--- config.mk ---
export PLATFORM = sky130hd
export DESIGN_NAME = mem_arbiter_flat
export DESIGN_NICKNAME = d
export VERILOG_FILES = /design/src/rtl/mem_arbiter_if.sv /design/src/rtl/mem_arbiter.sv /design/src/flat_wrapper.sv
export SDC_FILE = /design/constraint.sdc
export NUM_CORES = 1
export LEC_CHECK = 0
export CAP_MARGIN = 20
export CORE_AREA = 2 2 105 107
export CTS_CLUSTER_DIAMETER = 30
export CTS_CLUSTER_SIZE = 10
export DETAILED_ROUTE_END_ITERATION = 16
export DIE_AREA = 0 0 107 109
export HOLD_SLACK_MARGIN = 0.05
export PLACE_DENSITY = 0.79
export SLEW_MARGIN = 30
export SYNTH_ARGS = -nofsm -noshare
export SYNTH_HDL_FRONTEND = slang
export SYNTH_SLANG_ARGS = --single-unit
--- constraint.sdc ---
create_clock -name clk -period 3.25 [get_ports clk]
set_input_delay 0.8125 -clock clk [delete_from_list [all_inputs] [get_ports clk]]
set_output_delay 0.8125 -clock clk [all_outputs]
set_load 0.02 [all_outputs]
--- src/rtl/mem_arbiter_if.sv ---
// Bus bundle for mem_arbiter: fetch and data requester ports, the unified memory port
// and the sticky error flag. The arbiter uses the slave view, its environment the master view.
interface mem_arbiter_if #(
  parameter int unsigned ADDR_W = 32,
  parameter int unsigned DATA_W = 32
);
  logic              if_req;
  logic [ADDR_W-1:0] if_addr;
  logic [DATA_W-1:0] if_rdata;
  logic              if_ready;

  logic              d_req;
  logic              d_we;
  logic [ADDR_W-1:0] d_addr;
  logic [DATA_W-1:0] d_wdata;
  logic [DATA_W-1:0] d_rdata;
  logic              d_ready;

  logic              mem_req;
  logic              mem_we;
  logic [ADDR_W-1:0] mem_addr;
  logic [DATA_W-1:0] mem_wdata;
  logic [DATA_W-1:0] mem_rdata;
  logic              mem_ack;

  logic              err;

  modport slave (
    input  if_req, if_addr, d_req, d_we, d_addr, d_wdata, mem_rdata, mem_ack,
    output if_rdata, if_ready, d_rdata, d_ready, mem_req, mem_we, mem_addr, mem_wdata, err
  );

  modport master (
    output if_req, if_addr, d_req, d_we, d_addr, d_wdata, mem_rdata, mem_ack,
    input  if_rdata, if_ready, d_rdata, d_ready, mem_req, mem_we, mem_addr, mem_wdata, err
  );
endinterface

--- src/rtl/mem_arbiter.sv ---
// Round-robin arbiter sharing one memory port between instruction fetch and data access,
// with a registered command, one-cycle ready pulses and a watchdog abort.
module mem_arbiter #(
  parameter int unsigned ADDR_W  = 32,
  parameter int unsigned DATA_W  = 32,
  parameter int unsigned TIMEOUT = 255
) (
  input logic          clk,
  input logic          rst,
  mem_arbiter_if.slave bus
);

  localparam int unsigned     CntW   = (TIMEOUT > 1) ? $clog2(TIMEOUT) : 1;
  localparam logic [CntW-1:0] CntMax = CntW'(TIMEOUT - 1);

  typedef enum logic [1:0] {StIdle, StBusyI, StBusyD} state_e;
  typedef enum logic {OwnI, OwnD} owner_e;

  state_e            state_q, state_d;
  owner_e            last_q, last_d;
  logic [CntW-1:0]   cnt_q, cnt_d;
  logic              we_q, we_d;
  logic [ADDR_W-1:0] addr_q, addr_d;
  logic [DATA_W-1:0] wdata_q, wdata_d;
  logic              err_q, err_d;

  logic              grant_i, grant_d;
  logic              if_ready_c, d_ready_c;
  logic [DATA_W-1:0] if_rdata_c, d_rdata_c;

  always_comb begin
    state_d    = state_q;
    last_d     = last_q;
    cnt_d      = cnt_q;
    we_d       = we_q;
    addr_d     = addr_q;
    wdata_d    = wdata_q;
    err_d      = err_q;
    grant_i    = 1'b0;
    grant_d    = 1'b0;
    if_ready_c = 1'b0;
    d_ready_c  = 1'b0;
    if_rdata_c = '0;
    d_rdata_c  = '0;

    unique case (state_q)
      StIdle: begin
        // On a tie the requester that did not win last time goes first.
        if (bus.if_req && (!bus.d_req || last_q == OwnD)) begin
          grant_i = 1'b1;
        end else if (bus.d_req) begin
          grant_d = 1'b1;
        end
      end
      StBusyI: begin
        if (bus.mem_ack) begin
          if_ready_c = 1'b1;
          if_rdata_c = bus.mem_rdata;
          if (bus.d_req) grant_d = 1'b1;
          else           state_d = StIdle;
        end else if (cnt_q == CntMax) begin
          if_ready_c = 1'b1;
          err_d      = 1'b1;
          state_d    = StIdle;
        end else begin
          cnt_d = cnt_q + CntW'(1);
        end
      end
      StBusyD: begin
        if (bus.mem_ack) begin
          d_ready_c = 1'b1;
          d_rdata_c = bus.mem_rdata;
          if (bus.if_req) grant_i = 1'b1;
          else            state_d = StIdle;
        end else if (cnt_q == CntMax) begin
          d_ready_c = 1'b1;
          err_d     = 1'b1;
          state_d   = StIdle;
        end else begin
          cnt_d = cnt_q + CntW'(1);
        end
      end
      default: state_d = StIdle;
    endcase

    if (grant_i) begin
      state_d = StBusyI;
      last_d  = OwnI;
      cnt_d   = '0;
      addr_d  = bus.if_addr;
      we_d    = 1'b0;
      wdata_d = '0;
    end
    if (grant_d) begin
      state_d = StBusyD;
      last_d  = OwnD;
      cnt_d   = '0;
      addr_d  = bus.d_addr;
      we_d    = bus.d_we;
      wdata_d = bus.d_wdata;
    end

    // A transaction caught by reset is dropped without a completion pulse.
    if (rst) begin
      if_ready_c = 1'b0;
      d_ready_c  = 1'b0;
      if_rdata_c = '0;
      d_rdata_c  = '0;
    end
  end

  always_ff @(posedge clk) begin
    if (rst) begin
      state_q <= StIdle;
      last_q  <= OwnD;
      cnt_q   <= '0;
      we_q    <= 1'b0;
      addr_q  <= '0;
      wdata_q <= '0;
      err_q   <= 1'b0;
    end else begin
      state_q <= state_d;
      last_q  <= last_d;
      cnt_q   <= cnt_d;
      we_q    <= we_d;
      addr_q  <= addr_d;
      wdata_q <= wdata_d;
      err_q   <= err_d;
    end
  end

  assign bus.mem_req   = (state_q == StBusyI) || (state_q == StBusyD);
  assign bus.mem_we    = we_q;
  assign bus.mem_addr  = addr_q;
  assign bus.mem_wdata = wdata_q;
  assign bus.if_ready  = if_ready_c;
  assign bus.if_rdata  = if_rdata_c;
  assign bus.d_ready   = d_ready_c;
  assign bus.d_rdata   = d_rdata_c;
  assign bus.err       = err_q;

endmodule
--- src/flat_wrapper.sv ---
// flat-port wrapper written by rule: the top's interface ports become plain ports
module mem_arbiter_flat 
#(
  parameter int unsigned ADDR_W  = 32,
  parameter int unsigned DATA_W  = 32,
  parameter int unsigned TIMEOUT = 255
)
  (clk, rst, bus_if_req, bus_if_addr, bus_d_req, bus_d_we, bus_d_addr, bus_d_wdata, bus_mem_rdata, bus_mem_ack, bus_if_rdata, bus_if_ready, bus_d_rdata, bus_d_ready, bus_mem_req, bus_mem_we, bus_mem_addr, bus_mem_wdata, bus_err);
  mem_arbiter_if #(.ADDR_W(ADDR_W), .DATA_W(DATA_W)) bus_i ();
  input logic clk;
  input logic rst;
  input wire logic [$bits(bus_i.if_req)-1:0] bus_if_req;
  input wire logic [$bits(bus_i.if_addr)-1:0] bus_if_addr;
  input wire logic [$bits(bus_i.d_req)-1:0] bus_d_req;
  input wire logic [$bits(bus_i.d_we)-1:0] bus_d_we;
  input wire logic [$bits(bus_i.d_addr)-1:0] bus_d_addr;
  input wire logic [$bits(bus_i.d_wdata)-1:0] bus_d_wdata;
  input wire logic [$bits(bus_i.mem_rdata)-1:0] bus_mem_rdata;
  input wire logic [$bits(bus_i.mem_ack)-1:0] bus_mem_ack;
  output wire logic [$bits(bus_i.if_rdata)-1:0] bus_if_rdata;
  output wire logic [$bits(bus_i.if_ready)-1:0] bus_if_ready;
  output wire logic [$bits(bus_i.d_rdata)-1:0] bus_d_rdata;
  output wire logic [$bits(bus_i.d_ready)-1:0] bus_d_ready;
  output wire logic [$bits(bus_i.mem_req)-1:0] bus_mem_req;
  output wire logic [$bits(bus_i.mem_we)-1:0] bus_mem_we;
  output wire logic [$bits(bus_i.mem_addr)-1:0] bus_mem_addr;
  output wire logic [$bits(bus_i.mem_wdata)-1:0] bus_mem_wdata;
  output wire logic [$bits(bus_i.err)-1:0] bus_err;
  assign bus_i.if_req = bus_if_req;
  assign bus_i.if_addr = bus_if_addr;
  assign bus_i.d_req = bus_d_req;
  assign bus_i.d_we = bus_d_we;
  assign bus_i.d_addr = bus_d_addr;
  assign bus_i.d_wdata = bus_d_wdata;
  assign bus_i.mem_rdata = bus_mem_rdata;
  assign bus_i.mem_ack = bus_mem_ack;
  assign bus_if_rdata = bus_i.if_rdata;
  assign bus_if_ready = bus_i.if_ready;
  assign bus_d_rdata = bus_i.d_rdata;
  assign bus_d_ready = bus_i.d_ready;
  assign bus_mem_req = bus_i.mem_req;
  assign bus_mem_we = bus_i.mem_we;
  assign bus_mem_addr = bus_i.mem_addr;
  assign bus_mem_wdata = bus_i.mem_wdata;
  assign bus_err = bus_i.err;
  mem_arbiter #(.ADDR_W(ADDR_W), .DATA_W(DATA_W), .TIMEOUT(TIMEOUT)) u_core (.clk(clk), .rst(rst), .bus(bus_i));
endmodule
==> summary.md, run 1 <==
| Metric | Value |
|---|---|
| Ant. Diodes | 0 |
| Syn Area/Cell | 7.986 um^2 |
| Antenna violations before repair | 0 |
| Worst reg2reg path endpoint | u_core.bus.mem_addr[28] |
| Hold Crit Class | register to register |
| Post-Syn Area | 3466 um^2 |
| Chip width | 107 um |
| Clock sinks | 77 |
| DP Area | 6272 um^2 |
| Number of fill cells in the layout | 868 |
| Hold Path Stages | 2 |
| HPWL after DPL | 9566 um |
| Die Y | 109 um |
| Max clock buf depth | 2 |
| Residual DRC count | 0 |
| PortBufs | 266 |
| Flop-to-flop setup slack | 1150 ps |
| Worst-Margin Slew | 748.0 ps |
| H-tree Lvls | 3 |
| Vias per cell | 4.891 |
| Worst Hold Launch | u_core.bus.mem_addr[20] |
| Footprint of the multi-input gates | 1738 um^2 |
| Hold Vio Cnt, Final | 0 |
| Vias in the first global route | 3,917 |
| Fin crit share | 0.9896 |
| Synthesized flop and latch total | 77 |
| Worst vdd ir | 0.2697 mV |
| Setup Skew | 8.206 ps |
| WS Path Type | primary input to output pin |
| Routability cong. | 0.8401 |
| WP data arrival | 2400 ps |
| Reg2Reg Depth | 8 |
| Most common cell after layout, fill and taps aside | clkdlybuf4s50_1 |
| Final min period | 3216 ps |
| Reg clk slew, reported paths | 80 ps |
| Rel. slew slack | 0.5001 |
| Inserted Clock Buffers | 9 |
| Status | finished, final reports clean |
| Die Area | 11,660 um^2 |
| Top-area cell type share of the netlist area | 0.4448 |
| DR iter-0 viols | 222 |
| Total core area | 10,600 um^2 |
| Largest net degree at the start of global routing | 39 |
| Final Cell Area | 6594 um^2 |
| Post-CTS setup buffer count | 0 |
| Post-synth top area cell | dfxtp_1 |
| Mapped Cells | 434 |
| Post-synth EDFFs | 0 |
| Final ANT Viol Nets | 0 |
| R2R Path Start | u_core.state_q[1] |
| Clk Latency, worst-skew pair | 360 ps |
| Ys Warns | 0 |
| Syn nets | 573 |
| Reg area | 1541 um^2 |
| Hold WS | 481.5 ps |
| CP startpoint kind | primary input |
| Power Dens Cells | 474.4 nW/um^2 |
| First-pass GRT wire length | 18,980 um |
| Syn-to-layout area delta | 90.25% |
| Distinct cells, synth | 38 |
| Sequential fraction of the synthesis area | 0.4448 |
| Via count | 4,069 |
| Starting Density | 0.3269 |
| Fraction of layout cells with a size suffix above 1 | 0.05058 |
| 1st-pass router iterations | 4 |
| Aggregate routed wire length | 12,820 um |
| # IOs | 267 |
| Ys async rst share | 0 |
| Area contributors post-synth | dfxtp_1 (44%), nor2_1 (11%), nand2_1 (11%), a22o_1 (8.3%), a311oi_1 (8.3%) |
| Setup-failing EPs final | 0 |
| Worst EP required | 2440 ps |
| Critical Path Fanout Max | 33 |
| CP endpoint kind | output pin |
| Synth Flop Type | dfxtp_1 |
| Fmax | 310.9 MHz |
| Pins Over Slew Limit | 0 |
| Row Count | 38 |
| Most frequent cells in the layout | clkdlybuf4s50_1 (211), nor2_1 (105), nand2_1 (98), dfxtp_1 (77), dlymetal6s2s_1 (47) |
| Routed len/inst | 15.41 um |
| CTS Root Buffer Type | clkbuf_8 |
| Nets@finish | 826 |
| Max Cap Violations | 0 |
| CTS tree | built |
| Tot GR Track Use | 0.2072 |
| Lkg Pwr | 0.003309 uW |
| WHS Endpoint | u_core.bus.mem_addr[20] |
| Grt total ovfl | 0 |
-- cell usage after synthesis, types with 2 or more instances --
master	count
a311oi_1	33
nor2_1	106
o21a_1	2
nand3_1	2
ha_1	5
nand2b_1	4
inv_1	4
nor3b_1	2
buf_2	14
o21ai_0	2
dfxtp_1	77
clkbuf_1	17
a22o_1	33
buf_6	2
buf_4	3
and3_1	3
nand2_1	98
a21oi_1	5
xor2_1	2
a31oi_4	2
-- stage by stage --
step	setup WS (ps)	TNS (ps)	power, uW	std cells	utilization
after global placement	-41.62	-127.4	2346	816	0.5911
after global routing	-22.57	-27.28	3290	832	0.6219
final	33.74	0	3128	832	0.6219
after detailed placement	-61.34	-176.1	2372	816	0.5916
after CTS	3.283	0	3169	832	0.6108
after floorplan	837.0	0	1785	434	-
-- flip-flops by register name (all words and copies together) (netlist names) --
signal,flops
u_core.bus.mem_wdata,32
u_core.bus.err,1
u_core.bus.mem_we,1
u_core.bus.mem_addr,32
u_core.cnt_q,8
u_core.state_q,2
u_core.last_q,1
-- worst max path at each step --
stage,end,cells after the start,start,slack (ps)
global route,bus_if_rdata[26],5,rst,-20
floorplan,bus_if_rdata[10],4,bus_mem_ack,840
finish,bus_if_rdata[26],5,rst,30
global placement,bus_d_rdata[17],5,rst,-40
detailed placement,bus_d_rdata[16],5,rst,-60
CTS,bus_d_rdata[11],5,rst,3
-- what timing repair did --
item                                    in CTS  in global routing
hold buffers                                 0                  0
gates resized for setup                      8                 47
endpoints found under the setup margin       8                 47
pin swaps                                    0                  0
-- layer usage --
metal | share of wire | wire (um) | global-route usage
met2 | 0.49 | 6311 | 0.3621
met5 | 0 | 0 | 0
met3 | 0.098 | 1250 | 0.08129
met4 | 0.027 | 340 | 0.08905
met1 | 0.38 | 4916 | 0.2234
-- power breakdown --
| group | total [uW] | internal [uW] | switching, uW |
|---|---|---|---|
| Clock | 785 | 428 | 358 |
| Combinational | 1190 | 574 | 617 |
| Sequential | 1150 | 1080 | 72.4 |
-- layout make-up --
type                    instances  share of cell area
clock buffers                   9             0.01879
clock inverters                 7             0.01366
inverters                       4            0.002277
multi-input cells             317              0.2636
flip-flops and latches         77              0.2338
well taps                     140             0.02657
repair buffers                278              0.4414
-- kinds of logic (layout without fill, tap and decap cells) --
group,count (synthesis),after routing,share of synthesized area
and+or+nand+nor,224,224,0.2617
buffers and inverters,40,298,0.05595
DFF,77,77,0.4448
AOI/OAI and AO/OA,85,85,0.2119
adders and majority gates,5,5,0.01805
xor gates and xnor gates,3,3,0.007583
-- worst max-delay path, stage by stage --
cell	delay (ps)
clkdlybuf4s50_1	450
nand2b_1	200
buf_12	180
nor2_1	120
clkdlybuf4s50_1	630
Note: power is estimated with default switching activity, not from simulation.
==> run 2: changes to the inputs <==
Settings changed: CORE_AREA 2 2 105 107 to 2 2 103 105, DIE_AREA 0 0 107 109 to 0 0 105 107, GPL_TIMING_DRIVEN from default to 1, PLACE_DENSITY 0.79 to 0.82.
==> summary.md, run 2 (same netlist as run 1, synthesis figures left out) <==
| Metric | Value |
|---|---|
| Worst vdd ir | 0.2390 mV (-11%) |
| Nets@finish | 823 (-0.36%) |
| Most frequent cells in the layout | clkdlybuf4s50_1 (207), nor2_1 (105), nand2_1 (98), dfxtp_1 (77), dlymetal6s2s_1 (58) |
| Fin crit share | 0.9902 (about the same) |
| Final Cell Area | 6615 um^2 (+0.32%) |
| Starting Density | 0.3434 (+0.01653) |
| CP startpoint kind | primary input |
| Routability cong. | 0.8877 (+5.7%) |
| First-pass GRT wire length | 20,560 um (+8.4%) |
| Most common cell after layout, fill and taps aside | clkdlybuf4s50_1 |
| Inserted Clock Buffers | 9 (unchanged) |
| Chip width | 105 um (-1.9%) |
| Die Y | 107 um (-1.8%) |
| Reg clk slew, reported paths | 80 ps (about the same) |
| Pins Over Slew Limit | 0 (unchanged) |
| WP data arrival | 2410 ps (about the same) |
| Crit-path cells | clkdlybuf4s50_1 -> nand2b_1 -> buf_12 -> nor2_1 -> clkdlybuf4s50_1 |
| R2R Path Start | u_core.state_q[1] |
| Fmax | 310.7 MHz (about the same) |
| Final ANT Viol Nets | 0 (unchanged) |
| Clk Latency, worst-skew pair | 350 ps (about the same) |
| 1st-pass router iterations | 5 (+1) |
| Vias in the first global route | 4,290 (+9.5%) |
| Fraction of layout cells with a size suffix above 1 | 0.04644 (-0.004134) |
| Worst Setup SP | rst |
| Routed len/inst | 16.21 um (+5.2%) |
| CP endpoint kind | output pin |
| CP max-delay cell | clkdlybuf4s50_1 |
| TNS Setup | 0 ps (unchanged) |
| DP Area | 6245 um^2 (-0.44%) |
| Aggregate routed wire length | 13,400 um (+4.6%) |
| # IOs | 267 (unchanged) |
| Row Count | 37 (-2.6%) |
| Antenna violations before repair | 2 (+2) |
| HPWL after DPL | 10,180 um (+6.4%) |
| Worst-Margin Slew | 745.3 ps (-2.679 ps) |
| Clock sinks | 77 (unchanged) |
| Largest net degree at the start of global routing | 39 (unchanged) |
| Die Area | 11,240 um^2 (-3.7%) |
| Vias per cell | 5.018 (+2.6%) |
| Hold Vio Cnt, Final | 0 (unchanged) |
| Total core area | 10,090 um^2 (-4.8%) |
| Max Cap Violations | 0 (unchanged) |
| CTS tree | built |
| Setup Skew | 10.15 ps (+1.941 ps) |
| Grt total ovfl | 0 (unchanged) |
| Power Dens Cells | 473.9 nW/um^2 (-0.11%) |
| DR iter-0 viols | 200 (-9.9%) |
| Max clock buf depth | 2 (unchanged) |
| Final min period | 3218 ps (+1.865 ps) |
| Status | finished, final reports clean |
| Via count | 4,150 (+2.0%) |
| Hold WS | 479.3 ps (-2.214 ps) |
| Critical Path Fanout Max | 33 (unchanged) |
| Setup-failing EPs final | 0 (unchanged) |
| Tot GR Track Use | 0.2282 (+0.02100) |
| WS Path Type | primary input to output pin |
| Worst reg2reg path endpoint | u_core.bus.mem_wdata[2] |
| CTS Root Buffer Type | clkbuf_8 |
| CP most frequent cell | clkdlybuf4s50_1 |
| Tot Pwr | 3135 uW (+0.21%) |
| Syn-to-layout area delta | 90.87% |
| Number of fill cells in the layout | 806 (-7.1%) |
| Rel. slew slack | 0.5019 (+0.001790) |
| Crit path to | bus_d_rdata[21] |
| H-tree Lvls | 3 (unchanged) |
| Hold Crit Class | register to register |
| Crit-path max cell delay | 630 ps (about the same) |
| Reg2Reg Depth | 7 (-1) |
| Residual DRC count | 0 (unchanged) |
| Worst EP required | 2440 ps (about the same) |
| Flop-to-flop setup slack | 1010 ps (-140 ps) |
| Lkg Pwr | 0.003466 uW (+4.7%) |
| PortBufs | 266 (unchanged) |
==> run 2: cell count changes in the layout (fill, tap and decap cells not counted), moves of 2 or more <==
cell,delta
buf_4,-3
clkdlybuf4s50_1,-4
clkinv_2,-2
diode_2,+2
dlygate4sd2_1,-7
dlymetal6s2s_1,+11
==> run 2: worst max-delay path, delay by kind of cell <==
family | cells | cell delay, ps
buffers and inverters | 3 | 1260
and+or+nand+nor | 2 | 330
==> run 2: metal layers <==
metal  share of wire  vias up  global-route usage
li1                -     1990                   -
met4           0.025        0             0.08667
met3           0.085       23             0.07112
met2            0.50      204              0.4123
met1            0.39     1933              0.2500
met5               0        -                   0
==> run 2: layout make-up <==
| cell class | instances | area (um^2) | share of cell area |
|---|---|---|---|
| timing repair buffer | 275 | 2924 | 0.4420 |
| multi-input combinational | 317 | 1738 | 0.2627 |
| sequential | 77 | 1541 | 0.2330 |
| tap | 136 | 170.2 | 0.02572 |
| clock buffer | 9 | 123.9 | 0.01873 |
| clock inverter | 7 | 97.59 | 0.01475 |
| inverter | 4 | 15.01 | 0.002270 |
| antenna | 2 | 5.005 | 0.0007566 |
==> run 2: timing repair <==
item                                    CTS  global route
resized for setup                         1            58
setup buffers                             0             0
endpoints found under the setup margin    1            58
hold buffers                              0             0
gates cloned                              0             0
==> run 2: worst min-delay path by stage <==
stage | start | endpoint | slack, ps | cells past startpoint
after floorplan | u_core.last_q | u_core.last_q | 440 | 1
after global placement | u_core.bus.err | u_core.bus.err | 450 | 2
after detailed placement | u_core.bus.err | u_core.bus.err | 460 | 2
after CTS | u_core.bus.mem_addr[25] | u_core.bus.mem_addr[25] | 480 | 2
after global routing | u_core.bus.mem_addr[23] | u_core.bus.mem_addr[23] | 500 | 2
final | u_core.bus.mem_addr[25] | u_core.bus.mem_addr[25] | 480 | 2
==> run 2: through the flow <==
step	setup slack, ps	std cells	utilization
5_1_grt	-33.14	827	0.6555
2_1_floorplan	837.0	434	-
3_5_place_dp	-42.88	809	0.6188
3_3_place_gp	-47.87	809	0.6183
6_report	31.87	827	0.6555
4_1_cts	0.7467	825	0.6406
==> run 2: report_power, final <==
part | total, uW | switching, uW | internal, uW
sequential | 1150 | 71.3 | 1080
combinational | 1190 | 628 | 566
clock | 790 | 356 | 435
total | 3130 | 1060 | 2080
